==> config.mk <==
export PLATFORM = sky130hd
export DESIGN_NAME = decode_cycle_flat
export DESIGN_NICKNAME = d
export VERILOG_FILES = /design/src/rtl/decode_cycle_if.sv /design/src/rtl/decode_cycle.sv /design/src/flat_wrapper.sv
export SDC_FILE = /design/constraint.sdc
export NUM_CORES = 2
export LEC_CHECK = 0
export CAP_MARGIN = 40
export CORE_MARGIN = 1.5
export CORE_UTILIZATION = 40
export DETAILED_ROUTE_END_ITERATION = 8
export GPL_ROUTABILITY_DRIVEN = 0
export GPL_TIMING_DRIVEN = 1
export PLACE_DENSITY_LB_ADDON = 0.25
export SYNTH_ARGS = -nofsm -noshare
export SYNTH_HDL_FRONTEND = slang
export SYNTH_SLANG_ARGS = --single-unit
==> constraint.sdc <==
create_clock -name clk -period 2.7 [get_ports clk]
set_input_delay 0.405 -clock clk [delete_from_list [all_inputs] [get_ports clk]]
set_output_delay 0.405 -clock clk [all_outputs]
set_load 0.01 [all_outputs]
==> src/rtl/decode_cycle_if.sv <==
// Fetch/writeback inputs and D/E pipeline outputs of the RV32I decode stage.
// The master modport is the surrounding pipeline; the decode stage uses the slave modport.
interface decode_cycle_if #(
    parameter int unsigned XLEN = 32
);

    // Fetch stage and hazard inputs
    logic [31:0]     instrD;
    logic [XLEN-1:0] pcD;
    logic [XLEN-1:0] pcplus4D;
    logic            flushE;

    // Writeback port
    logic            regwriteW;
    logic [4:0]      rdW;
    logic [XLEN-1:0] resultW;

    // D/E pipeline register
    logic            regwriteE;
    logic [1:0]      resultsrcE;
    logic            memwriteE;
    logic            jumpE;
    logic            branchE;
    logic [2:0]      alucontrolE;
    logic            alusrcE;
    logic [XLEN-1:0] rd1E;
    logic [XLEN-1:0] rd2E;
    logic [XLEN-1:0] immextE;
    logic [4:0]      rs1E;
    logic [4:0]      rs2E;
    logic [4:0]      rdE;
    logic [XLEN-1:0] pcE;
    logic [XLEN-1:0] pcplus4E;

    modport master (
        output instrD, pcD, pcplus4D, flushE,
        output regwriteW, rdW, resultW,
        input  regwriteE, resultsrcE, memwriteE, jumpE, branchE, alucontrolE, alusrcE,
        input  rd1E, rd2E, immextE, rs1E, rs2E, rdE, pcE, pcplus4E
    );

    modport slave (
        input  instrD, pcD, pcplus4D, flushE,
        input  regwriteW, rdW, resultW,
        output regwriteE, resultsrcE, memwriteE, jumpE, branchE, alucontrolE, alusrcE,
        output rd1E, rd2E, immextE, rs1E, rs2E, rdE, pcE, pcplus4E
    );

endinterface

==> src/rtl/decode_cycle.sv <==
// RV32I decode stage: register file with write-through bypass, main/ALU decoders,
// immediate extender and the D/E pipeline register with flush.
module decode_cycle #(
    parameter int unsigned XLEN = 32,
    parameter int unsigned NREG = 32
) (
    input logic           clk,
    input logic           rst,
    decode_cycle_if.slave bus
);

    localparam logic [6:0] OpLoad   = 7'b0000011;
    localparam logic [6:0] OpStore  = 7'b0100011;
    localparam logic [6:0] OpRtype  = 7'b0110011;
    localparam logic [6:0] OpItype  = 7'b0010011;
    localparam logic [6:0] OpBranch = 7'b1100011;
    localparam logic [6:0] OpJal    = 7'b1101111;

    localparam logic [2:0] ImmNone = 3'd0;
    localparam logic [2:0] ImmI    = 3'd1;
    localparam logic [2:0] ImmS    = 3'd2;
    localparam logic [2:0] ImmB    = 3'd3;
    localparam logic [2:0] ImmJ    = 3'd4;

    localparam logic [2:0] AluAdd = 3'b000;
    localparam logic [2:0] AluSub = 3'b001;
    localparam logic [2:0] AluAnd = 3'b010;
    localparam logic [2:0] AluOr  = 3'b011;
    localparam logic [2:0] AluSlt = 3'b101;

    // Instruction fields
    logic [31:0] instr;
    logic [6:0]  opcode;
    logic [2:0]  funct3;
    logic        funct7b5;
    logic [4:0]  rs1;
    logic [4:0]  rs2;
    logic [4:0]  rd;

    assign instr    = bus.instrD;
    assign opcode   = instr[6:0];
    assign funct3   = instr[14:12];
    assign funct7b5 = instr[30];
    assign rs1      = instr[19:15];
    assign rs2      = instr[24:20];
    assign rd       = instr[11:7];

    // Register file; entry 0 is never written so it reads back as zero after reset.
    logic [XLEN-1:0] regsQ [NREG];
    logic            wrEn;

    assign wrEn = bus.regwriteW && (bus.rdW != 5'd0);

    always_ff @(posedge clk or negedge rst) begin
        if (!rst) begin
            for (int i = 0; i < NREG; i++) begin
                regsQ[i] <= '0;
            end
        end else if (wrEn) begin
            regsQ[bus.rdW] <= bus.resultW;
        end
    end

    logic [XLEN-1:0] rd1;
    logic [XLEN-1:0] rd2;

    // Same-cycle writeback is forwarded so the D/E register never captures stale data.
    always_comb begin
        rd1 = regsQ[rs1];
        if (rs1 == 5'd0) begin
            rd1 = '0;
        end else if (wrEn && (bus.rdW == rs1)) begin
            rd1 = bus.resultW;
        end
    end

    always_comb begin
        rd2 = regsQ[rs2];
        if (rs2 == 5'd0) begin
            rd2 = '0;
        end else if (wrEn && (bus.rdW == rs2)) begin
            rd2 = bus.resultW;
        end
    end

    // Main decoder
    logic       regwrite;
    logic [1:0] resultsrc;
    logic       memwrite;
    logic       jump;
    logic       branch;
    logic       alusrc;
    logic [1:0] aluop;
    logic [2:0] immsrc;

    always_comb begin
        regwrite  = 1'b0;
        resultsrc = 2'b00;
        memwrite  = 1'b0;
        jump      = 1'b0;
        branch    = 1'b0;
        alusrc    = 1'b0;
        aluop     = 2'b00;
        immsrc    = ImmNone;
        case (opcode)
            OpLoad: begin
                regwrite  = 1'b1;
                resultsrc = 2'b01;
                alusrc    = 1'b1;
                immsrc    = ImmI;
            end
            OpStore: begin
                memwrite = 1'b1;
                alusrc   = 1'b1;
                immsrc   = ImmS;
            end
            OpRtype: begin
                regwrite = 1'b1;
                aluop    = 2'b10;
            end
            OpItype: begin
                regwrite = 1'b1;
                alusrc   = 1'b1;
                immsrc   = ImmI;
                aluop    = 2'b10;
            end
            OpBranch: begin
                branch = 1'b1;
                immsrc = ImmB;
                aluop  = 2'b01;
            end
            OpJal: begin
                regwrite  = 1'b1;
                jump      = 1'b1;
                resultsrc = 2'b10;
                immsrc    = ImmJ;
            end
            default: begin
            end
        endcase
    end

    // ALU decoder
    logic [2:0] alucontrol;

    always_comb begin
        alucontrol = AluAdd;
        case (aluop)
            2'b01: alucontrol = AluSub;
            2'b10: begin
                case (funct3)
                    3'b000:  alucontrol = (opcode[5] && funct7b5) ? AluSub : AluAdd;
                    3'b010:  alucontrol = AluSlt;
                    3'b110:  alucontrol = AluOr;
                    3'b111:  alucontrol = AluAnd;
                    default: alucontrol = AluAdd;
                endcase
            end
            default: alucontrol = AluAdd;
        endcase
    end

    // Immediate extender
    logic [XLEN-1:0] immext;

    always_comb begin
        immext = '0;
        case (immsrc)
            ImmI: immext = {{(XLEN-12){instr[31]}}, instr[31:20]};
            ImmS: immext = {{(XLEN-12){instr[31]}}, instr[31:25], instr[11:7]};
            ImmB: immext = {{(XLEN-12){instr[31]}}, instr[7], instr[30:25], instr[11:8], 1'b0};
            ImmJ: immext = {{(XLEN-20){instr[31]}}, instr[19:12], instr[20], instr[30:21], 1'b0};
            default: immext = '0;
        endcase
    end

    // D/E pipeline register
    logic            regwriteQ;
    logic [1:0]      resultsrcQ;
    logic            memwriteQ;
    logic            jumpQ;
    logic            branchQ;
    logic [2:0]      alucontrolQ;
    logic            alusrcQ;
    logic [XLEN-1:0] rd1Q;
    logic [XLEN-1:0] rd2Q;
    logic [XLEN-1:0] immextQ;
    logic [4:0]      rs1Q;
    logic [4:0]      rs2Q;
    logic [4:0]      rdQ;
    logic [XLEN-1:0] pcQ;
    logic [XLEN-1:0] pcplus4Q;

    always_ff @(posedge clk or negedge rst) begin
        if (!rst) begin
            regwriteQ   <= 1'b0;
            resultsrcQ  <= 2'b00;
            memwriteQ   <= 1'b0;
            jumpQ       <= 1'b0;
            branchQ     <= 1'b0;
            alucontrolQ <= 3'b000;
            alusrcQ     <= 1'b0;
            rd1Q        <= '0;
            rd2Q        <= '0;
            immextQ     <= '0;
            rs1Q        <= 5'd0;
            rs2Q        <= 5'd0;
            rdQ         <= 5'd0;
            pcQ         <= '0;
            pcplus4Q    <= '0;
        end else if (bus.flushE) begin
            regwriteQ   <= 1'b0;
            resultsrcQ  <= 2'b00;
            memwriteQ   <= 1'b0;
            jumpQ       <= 1'b0;
            branchQ     <= 1'b0;
            alucontrolQ <= 3'b000;
            alusrcQ     <= 1'b0;
            rd1Q        <= '0;
            rd2Q        <= '0;
            immextQ     <= '0;
            rs1Q        <= 5'd0;
            rs2Q        <= 5'd0;
            rdQ         <= 5'd0;
            pcQ         <= '0;
            pcplus4Q    <= '0;
        end else begin
            regwriteQ   <= regwrite;
            resultsrcQ  <= resultsrc;
            memwriteQ   <= memwrite;
            jumpQ       <= jump;
            branchQ     <= branch;
            alucontrolQ <= alucontrol;
            alusrcQ     <= alusrc;
            rd1Q        <= rd1;
            rd2Q        <= rd2;
            immextQ     <= immext;
            rs1Q        <= rs1;
            rs2Q        <= rs2;
            rdQ         <= rd;
            pcQ         <= bus.pcD;
            pcplus4Q    <= bus.pcplus4D;
        end
    end

    assign bus.regwriteE   = regwriteQ;
    assign bus.resultsrcE  = resultsrcQ;
    assign bus.memwriteE   = memwriteQ;
    assign bus.jumpE       = jumpQ;
    assign bus.branchE     = branchQ;
    assign bus.alucontrolE = alucontrolQ;
    assign bus.alusrcE     = alusrcQ;
    assign bus.rd1E        = rd1Q;
    assign bus.rd2E        = rd2Q;
    assign bus.immextE     = immextQ;
    assign bus.rs1E        = rs1Q;
    assign bus.rs2E        = rs2Q;
    assign bus.rdE         = rdQ;
    assign bus.pcE         = pcQ;
    assign bus.pcplus4E    = pcplus4Q;

endmodule

==> src/flat_wrapper.sv <==
// flat-port wrapper written by rule: the top's interface ports become plain ports
module decode_cycle_flat 
#(
    parameter int unsigned XLEN = 32,
    parameter int unsigned NREG = 32
)
  (clk, rst, bus_instrD, bus_pcD, bus_pcplus4D, bus_flushE, bus_regwriteW, bus_rdW, bus_resultW, bus_regwriteE, bus_resultsrcE, bus_memwriteE, bus_jumpE, bus_branchE, bus_alucontrolE, bus_alusrcE, bus_rd1E, bus_rd2E, bus_immextE, bus_rs1E, bus_rs2E, bus_rdE, bus_pcE, bus_pcplus4E);
  decode_cycle_if #(.XLEN(XLEN)) bus_i ();
  input logic clk;
  input logic rst;
  input wire logic [$bits(bus_i.instrD)-1:0] bus_instrD;
  input wire logic [$bits(bus_i.pcD)-1:0] bus_pcD;
  input wire logic [$bits(bus_i.pcplus4D)-1:0] bus_pcplus4D;
  input wire logic [$bits(bus_i.flushE)-1:0] bus_flushE;
  input wire logic [$bits(bus_i.regwriteW)-1:0] bus_regwriteW;
  input wire logic [$bits(bus_i.rdW)-1:0] bus_rdW;
  input wire logic [$bits(bus_i.resultW)-1:0] bus_resultW;
  output wire logic [$bits(bus_i.regwriteE)-1:0] bus_regwriteE;
  output wire logic [$bits(bus_i.resultsrcE)-1:0] bus_resultsrcE;
  output wire logic [$bits(bus_i.memwriteE)-1:0] bus_memwriteE;
  output wire logic [$bits(bus_i.jumpE)-1:0] bus_jumpE;
  output wire logic [$bits(bus_i.branchE)-1:0] bus_branchE;
  output wire logic [$bits(bus_i.alucontrolE)-1:0] bus_alucontrolE;
  output wire logic [$bits(bus_i.alusrcE)-1:0] bus_alusrcE;
  output wire logic [$bits(bus_i.rd1E)-1:0] bus_rd1E;
  output wire logic [$bits(bus_i.rd2E)-1:0] bus_rd2E;
  output wire logic [$bits(bus_i.immextE)-1:0] bus_immextE;
  output wire logic [$bits(bus_i.rs1E)-1:0] bus_rs1E;
  output wire logic [$bits(bus_i.rs2E)-1:0] bus_rs2E;
  output wire logic [$bits(bus_i.rdE)-1:0] bus_rdE;
  output wire logic [$bits(bus_i.pcE)-1:0] bus_pcE;
  output wire logic [$bits(bus_i.pcplus4E)-1:0] bus_pcplus4E;
  assign bus_i.instrD = bus_instrD;
  assign bus_i.pcD = bus_pcD;
  assign bus_i.pcplus4D = bus_pcplus4D;
  assign bus_i.flushE = bus_flushE;
  assign bus_i.regwriteW = bus_regwriteW;
  assign bus_i.rdW = bus_rdW;
  assign bus_i.resultW = bus_resultW;
  assign bus_regwriteE = bus_i.regwriteE;
  assign bus_resultsrcE = bus_i.resultsrcE;
  assign bus_memwriteE = bus_i.memwriteE;
  assign bus_jumpE = bus_i.jumpE;
  assign bus_branchE = bus_i.branchE;
  assign bus_alucontrolE = bus_i.alucontrolE;
  assign bus_alusrcE = bus_i.alusrcE;
  assign bus_rd1E = bus_i.rd1E;
  assign bus_rd2E = bus_i.rd2E;
  assign bus_immextE = bus_i.immextE;
  assign bus_rs1E = bus_i.rs1E;
  assign bus_rs2E = bus_i.rs2E;
  assign bus_rdE = bus_i.rdE;
  assign bus_pcE = bus_i.pcE;
  assign bus_pcplus4E = bus_i.pcplus4E;
  decode_cycle #(.XLEN(XLEN), .NREG(NREG)) u_core (.clk(clk), .rst(rst), .bus(bus_i));
endmodule
==> After elaboration in Yosys (flattened, before gate mapping) <==
Index checks and enable logic that the tools add are counted.
{ "classes": {"order_cmp": 4, "eq_ne": 17, "n_mux": 40, "bitwise": 3, "reduce_logical": 13} }
{ "ops": {"columns": ["operator", "count"], "rows": [
  ["bitwise mux 1024 bit", 1],
  ["two-way mux 32 bit", 14],
  ["binary-select mux 32 bit (select 5 bit)", 2],
  ["demux 32 bit (select 5 bit)", 1],
  ["case mux 32 bit (4 select lines)", 1],
  ["case mux 3 bit (4 select lines)", 2],
  ["greater-or-equal comparator 6 bit (second input constant)", 3],
  ["inverter 5 -> 6 bit", 3],
  ["two-way mux 5 bit", 3],
  ["== test 7 x 6 -> 1 bit (second input constant)", 2],
  ["== test 7 bit (second input constant)", 2],
  ["two-way mux 1 bit", 11],
  ["== test 5 bit", 2],
  ["logical NOT 5 bit", 2],
  ["== test 3 x 2 -> 1 bit (second input constant)", 3],
  ["== test 3 bit (second input constant)", 3],
  ["case mux 2 bit (2 select lines)", 2],
  ["== test 7 x 2 -> 1 bit (second input constant)", 1],
  ["== test 7 x 5 -> 1 bit (second input constant)", 1],
  ["less-than comparator 6 x 1 -> 1 bit (second input constant)", 1],
  ["case mux 3 bit (2 select lines)", 1],
  ["logical AND 1 bit", 5],
  ["nonzero test 5 bit", 1],
  ["OR reduction 2 bit", 2],
  ["other kinds (8)", 8]
]} }
{ "totals": {"ff_bits": 1209, "input_bits": 137, "elab_cells": 124} }

==> Logic depth before layout (Yosys ltp) <==
{ "logic_depth": {"ltp_word": 7, "ltp_mapped": 10, "ltp_nobuf": 9} }

==> Worst setup path after synthesis <==
No wires, ideal clock.
{ "synth_timing": {"path_type": "input to register", "from": "in bus_instrD[5]", "to": "reg u_core.alucontrolQ[2], in the netlist u_core.bus.alucontrolE[2]", "setup_ns": 0.101, "t_arrival_ns": 1.865, "setup_slack_ns": 0.734, "path_stages": 7, "path_cell_list": "buf_4 -> nand4b_1 -> nor3_1 -> and2_1 -> inv_1 -> ha_1 -> nor4_1"} }
{ "synth_via": {"elab_chain_len": 6, "elab_cells_between_ends": 9, "classes_between": "eq/ne (5); mux (3); reduce/logical (1)"} }
{ "synth_lines": {"columns": ["item", "line", "source"], "rows": [
  ["start: declaration", "flat_wrapper.sv:11", "input wire logic [$bits(bus_i.instrD)-1:0] bus_instrD;"],
  ["== test 7 x 6 -> 1 bit / == test 7 x 5 -> 1 bit (equally long branches)", "decode_cycle.sv:105", "case (opcode)"],
  ["OR reduction 2 bit (no source line)", null, null],
  ["case mux 2 bit (2 select lines) (*)", "decode_cycle.sv:105", null],
  ["== test 2 bit / == test 2 x 1 -> 1 bit (equally long branches)", "decode_cycle.sv:148", "case (aluop)"],
  ["case mux 3 bit (2 select lines) (*)", "decode_cycle.sv:148", null],
  ["two-way mux 3 bit (*)", "decode_cycle.sv:211", "end else if (bus.flushE) begin"],
  ["end signal: assignment", "decode_cycle.sv:233", "alucontrolQ <= alucontrol;"],
  ["end: declaration", "decode_cycle.sv:183", "logic [2:0] alucontrolQ;"]
]} }
Every way passes the cells marked *; elsewhere a longest branch is shown, timed or not.
A chain may end at the register's enable or synchronous reset.

==> Final worst setup path <==
{ "layout_timing": {"from": "reg u_core.rd1Q[28], in the netlist u_core.bus.rd1E[28]", "to": "out bus_rd1E[28]"} }
{ "layout_lines": {"columns": ["item", "line", "source"], "rows": [
  ["start: declaration", "decode_cycle.sv:185", "logic [XLEN-1:0] rd1Q;"],
  ["start signal: assignment", "decode_cycle.sv:235", "rd1Q <= rd1;"],
  ["end: declaration", "flat_wrapper.sv:25", "output wire logic [$bits(bus_i.rd1E)-1:0] bus_rd1E;"]
]} }
No word-level cell between the ends.

==> flow_summary_export.csv <==
group,metric,value,unit
min_path,hp-class,"in2reg",
sta,fin_crit_sh,0.896,
grt,grt_pass1_wl,311000,um
clocking,cts-buffers-inserted,138,
critical_path,arrival,2.01,ns
critical_path,path_max_fanout,1,
critical_path,endpoint_kind,"output port",
floorplanning,dieArea,156000,um2
drt,viasPerCell,6.01,
drt,drtIter0Drc,3823,
sta,fmax,413,MHz
grt,overflow,0,
drt,first_pass_iters,6,
drt,wl,212000,um
drt,vias,43800,
logic_synthesis,synth_cell_types,46,
logic_synthesis,ys_async_sr_fraction,1.00,
sta,slew_headroom,0.407,
logic_synthesis,synth_area,61500,um2
logic_synthesis,syn_inst,4810,
logic_synthesis,ys.flop_type,"dfrtp_1",
drt,drc,0,
clocking,clk_pin_slew,0.07,ns
grt,grt_pass1_vias,44500,
logic_synthesis,syn_avg_cell_area,12.8,um2
critical_path,path_cells,"clkdlybuf4s50_1",
grt,grt_max_degree,94,
logic_synthesis,ys_ff_latch,1198,
place,port_buffers,321,
floorplanning,ioPinCount,322,
logic_synthesis,synth-edff-count,0,
floorplanning,core_area,152000,um2
layout,drive_above_1_share,0.342,
layout,final_cell_area,74400,um2
floorplanning,start_util,0.404,
sta,fin_skew,0.0250,ns
logic_synthesis,syn-num-nets,4949,
clocking,tritoncts,"yes",
clocking,cts_max_level,4,
layout,seq_area,30000,um2
place,hpwl,138000,um
layout,syn_to_final_growth,20.8,%
layout,final_core_util,0.488,
place,placed_area,69600,um2
sta,setup-violations-final,0,
critical_path,crit_slowest_cell,"clkdlybuf4s50_1",
sta,tightest_slew,0.886,ns
layout,num-fill-cells,13400,
critical_path,r2r_setup_slack,0.69,ns
critical_path,crit_required,2.30,ns
grt,grt.total_usage,0.269,
job,drv_cap,0,
pwr,finalPower,0.0527,W
clocking,cts_resized,0,
drt,ant_nets,0,
clocking,root_buffer,"clkbuf_16",
sta,slew_violations,0,
critical_path,crit_type,"reg2out",
pwr,p_leak,33.5,nW
logic_synthesis,yosysSeqAreaShare,0.487,
sta,worst_slack,0.281,ns
logic_synthesis,yosysWarnings,0,
clocking,clk_latency,0.80,ns
clocking,clock-sinks,1198,
drt,wl_per_cell,29.1,um
grt,grt_antenna_before_repair,7,
critical_path,slowest_delay,0.63,ns
pwr,ir_worst_vdd,703,uV
clocking,clockBufferDepth,3,
sta,final_hold_viol_count,0,
layout,multi_input_area,29100,um2
floorplanning,num_rows,143,
floorplanning,fp.dieW,395,um
layout,fin_nets,5296,
clocking,post-cts-setup-buffers,0,
sta,rsz0062_at_grt,"no",
critical_path,crit_buf_inv,1,
pwr,power_density,708,nW/um2
run_status,status,"finished clean",
floorplanning,fp.dieH,395,um
critical_path,startpoint_type,"register",
critical_path,cp_top_family,"buffers and inverters",
sta,period_minus_slack,2.42,ns
place,pre_cts_ws,-0.129,ns
## Yosys cell counts, types with 6 or more instances
master / number / share of area
o22ai_1: 64 / 0.0065
o21ai_0: 61 / 0.0050
xor2_1: 10 / 0.0014
buf_4: 83 / 0.010
a211oi_1: 63 / 0.0077
nand3b_1: 6 / 0.00073
nor3_1: 11 / 0.00089
o221ai_1: 64 / 0.0091
clkbuf_1: 258 / 0.016
inv_1: 10 / 0.00061
mux4_2: 128 / 0.047
a22oi_1: 133 / 0.016
buf_1: 44 / 0.0027
buf_2: 85 / 0.0069
a21oi_1: 140 / 0.011
nor4_1: 7 / 0.00071
nand4_1: 128 / 0.013
buf_6: 41 / 0.0075
mux2i_1: 767 / 0.12
dfrtp_1: 1198 / 0.49
nor2_1: 37 / 0.0023
mux2_2: 994 / 0.18
nand2_1: 283 / 0.017
nor2b_1: 84 / 0.0085
a22o_1: 64 / 0.0091
## flip-flops by register name, summed over array words and instances (netlist names), 2 cells and up
register                cells
u_core.bus.alucontrolE      3
u_core.bus.immextE         21
u_core.bus.pcE             32
u_core.bus.pcplus4E        32
u_core.bus.rd1E            32
u_core.bus.rd2E            32
u_core.bus.rdE              5
u_core.bus.resultsrcE       2
u_core.bus.rs1E             5
u_core.bus.rs2E             5
u_core.regsQ             1024
## worst register-to-register path, delay by kind of cell, from the launching register on
| kind | cells | cell delay, ns |
|---|---|---|
| AND/OR/NAND/NOR | 2 | 0.72 |
| multiplexers | 1 | 0.49 |
| flip-flops | 1 | 0.40 |
| AO/OA/AOI/OAI | 2 | 0.28 |
## path summary, 6_finish.rpt
kind                                               start  cells past startpoint                              end
min reg2reg                u_core.regsQ[992]$_DFFE_PN0P_                      0    u_core.regsQ[992]$_DFFE_PN0P_
min                                       bus_instrD[25]                      3  u_core.bus.immextE[5]$_DFF_PN0_
max                        u_core.bus.rd1E[28]$_DFF_PN0_                      1                     bus_rd1E[28]
max in group asynchronous                            rst                      4    u_core.regsQ[641]$_DFFE_PN0P_
max reg2reg                u_core.regsQ[798]$_DFFE_PN0P_                      5    u_core.bus.rd2E[30]$_DFF_PN0_
min in group asynchronous                            rst                      2      u_core.bus.pcE[1]$_DFF_PN0_
## per-stage QoR
step,setup TNS (ns),hold slack (ns),cells
floorplan,0,0.109,4810
global placement,-2.91,0.367,7042
detailed placement,-1.55,0.355,7044
CTS,0,0.0873,7298
global route,0,0.138,7298
finish,0,0.136,7299
## metal layers
layer  part of all wire  vias to the layer above  track usage  wire length (um)
met4              0.030                        6       0.0865              6350
met1               0.44                    23100        0.374             93100
met2               0.46                     1837        0.421             97100
met3              0.073                      377       0.0540             15600
met5            0.00021                        -            0                45
li1                   -                    18500            -                 -
## kinds of logic (layout without fill, tap and decap cells)
kind of cell	count (synthesis)	count (layout)	synth area share
buffers and inverters	525	983	0.0444
adders and majority gates	2	2	0.000407
DFF	1198	1198	0.487
AOI/OAI and AO/OA	597	597	0.0658
xor gates and xnor gates	10	10	0.00142
other	0	1	0
and+or+nand+nor	589	589	0.0474
muxes	1889	1889	0.353
## placed cells by master (no fill, tap or decap), types with 133 or more instances in the layout
master           count
mux2i_1            767
clkbuf_16          139
buf_4              265
a21oi_1            139
mux2_2             994
clkdlybuf4s50_1    311
nand2_1            268
a22oi_1            133
dfrtp_1           1198
buf_12             141
## final cells by class
cell class / count / share of cell area
antenna: 1 / 0.0000337
inverter: 10 / 0.000505
clock inverter: 49 / 0.00922
clock buffer: 202 / 0.0544
sequential: 1198 / 0.403
tap: 2030 / 0.0342
timing repair buffer: 722 / 0.107
multi-input combinational: 3087 / 0.391
## where the power goes
group | leakage, nW | internal, W | switching, W
clock | 2.32 | 0.0116 | 0.00796
combinational | 15.8 | 0.00532 | 0.00442
sequential | 15.4 | 0.0210 | 0.00233
## what timing repair did
item                       CTS  global route
hold buffers                 3             0
hold endpoints to repair   150             0
setup endpoints to repair    0             0
(Power assumes the default switching activity.)
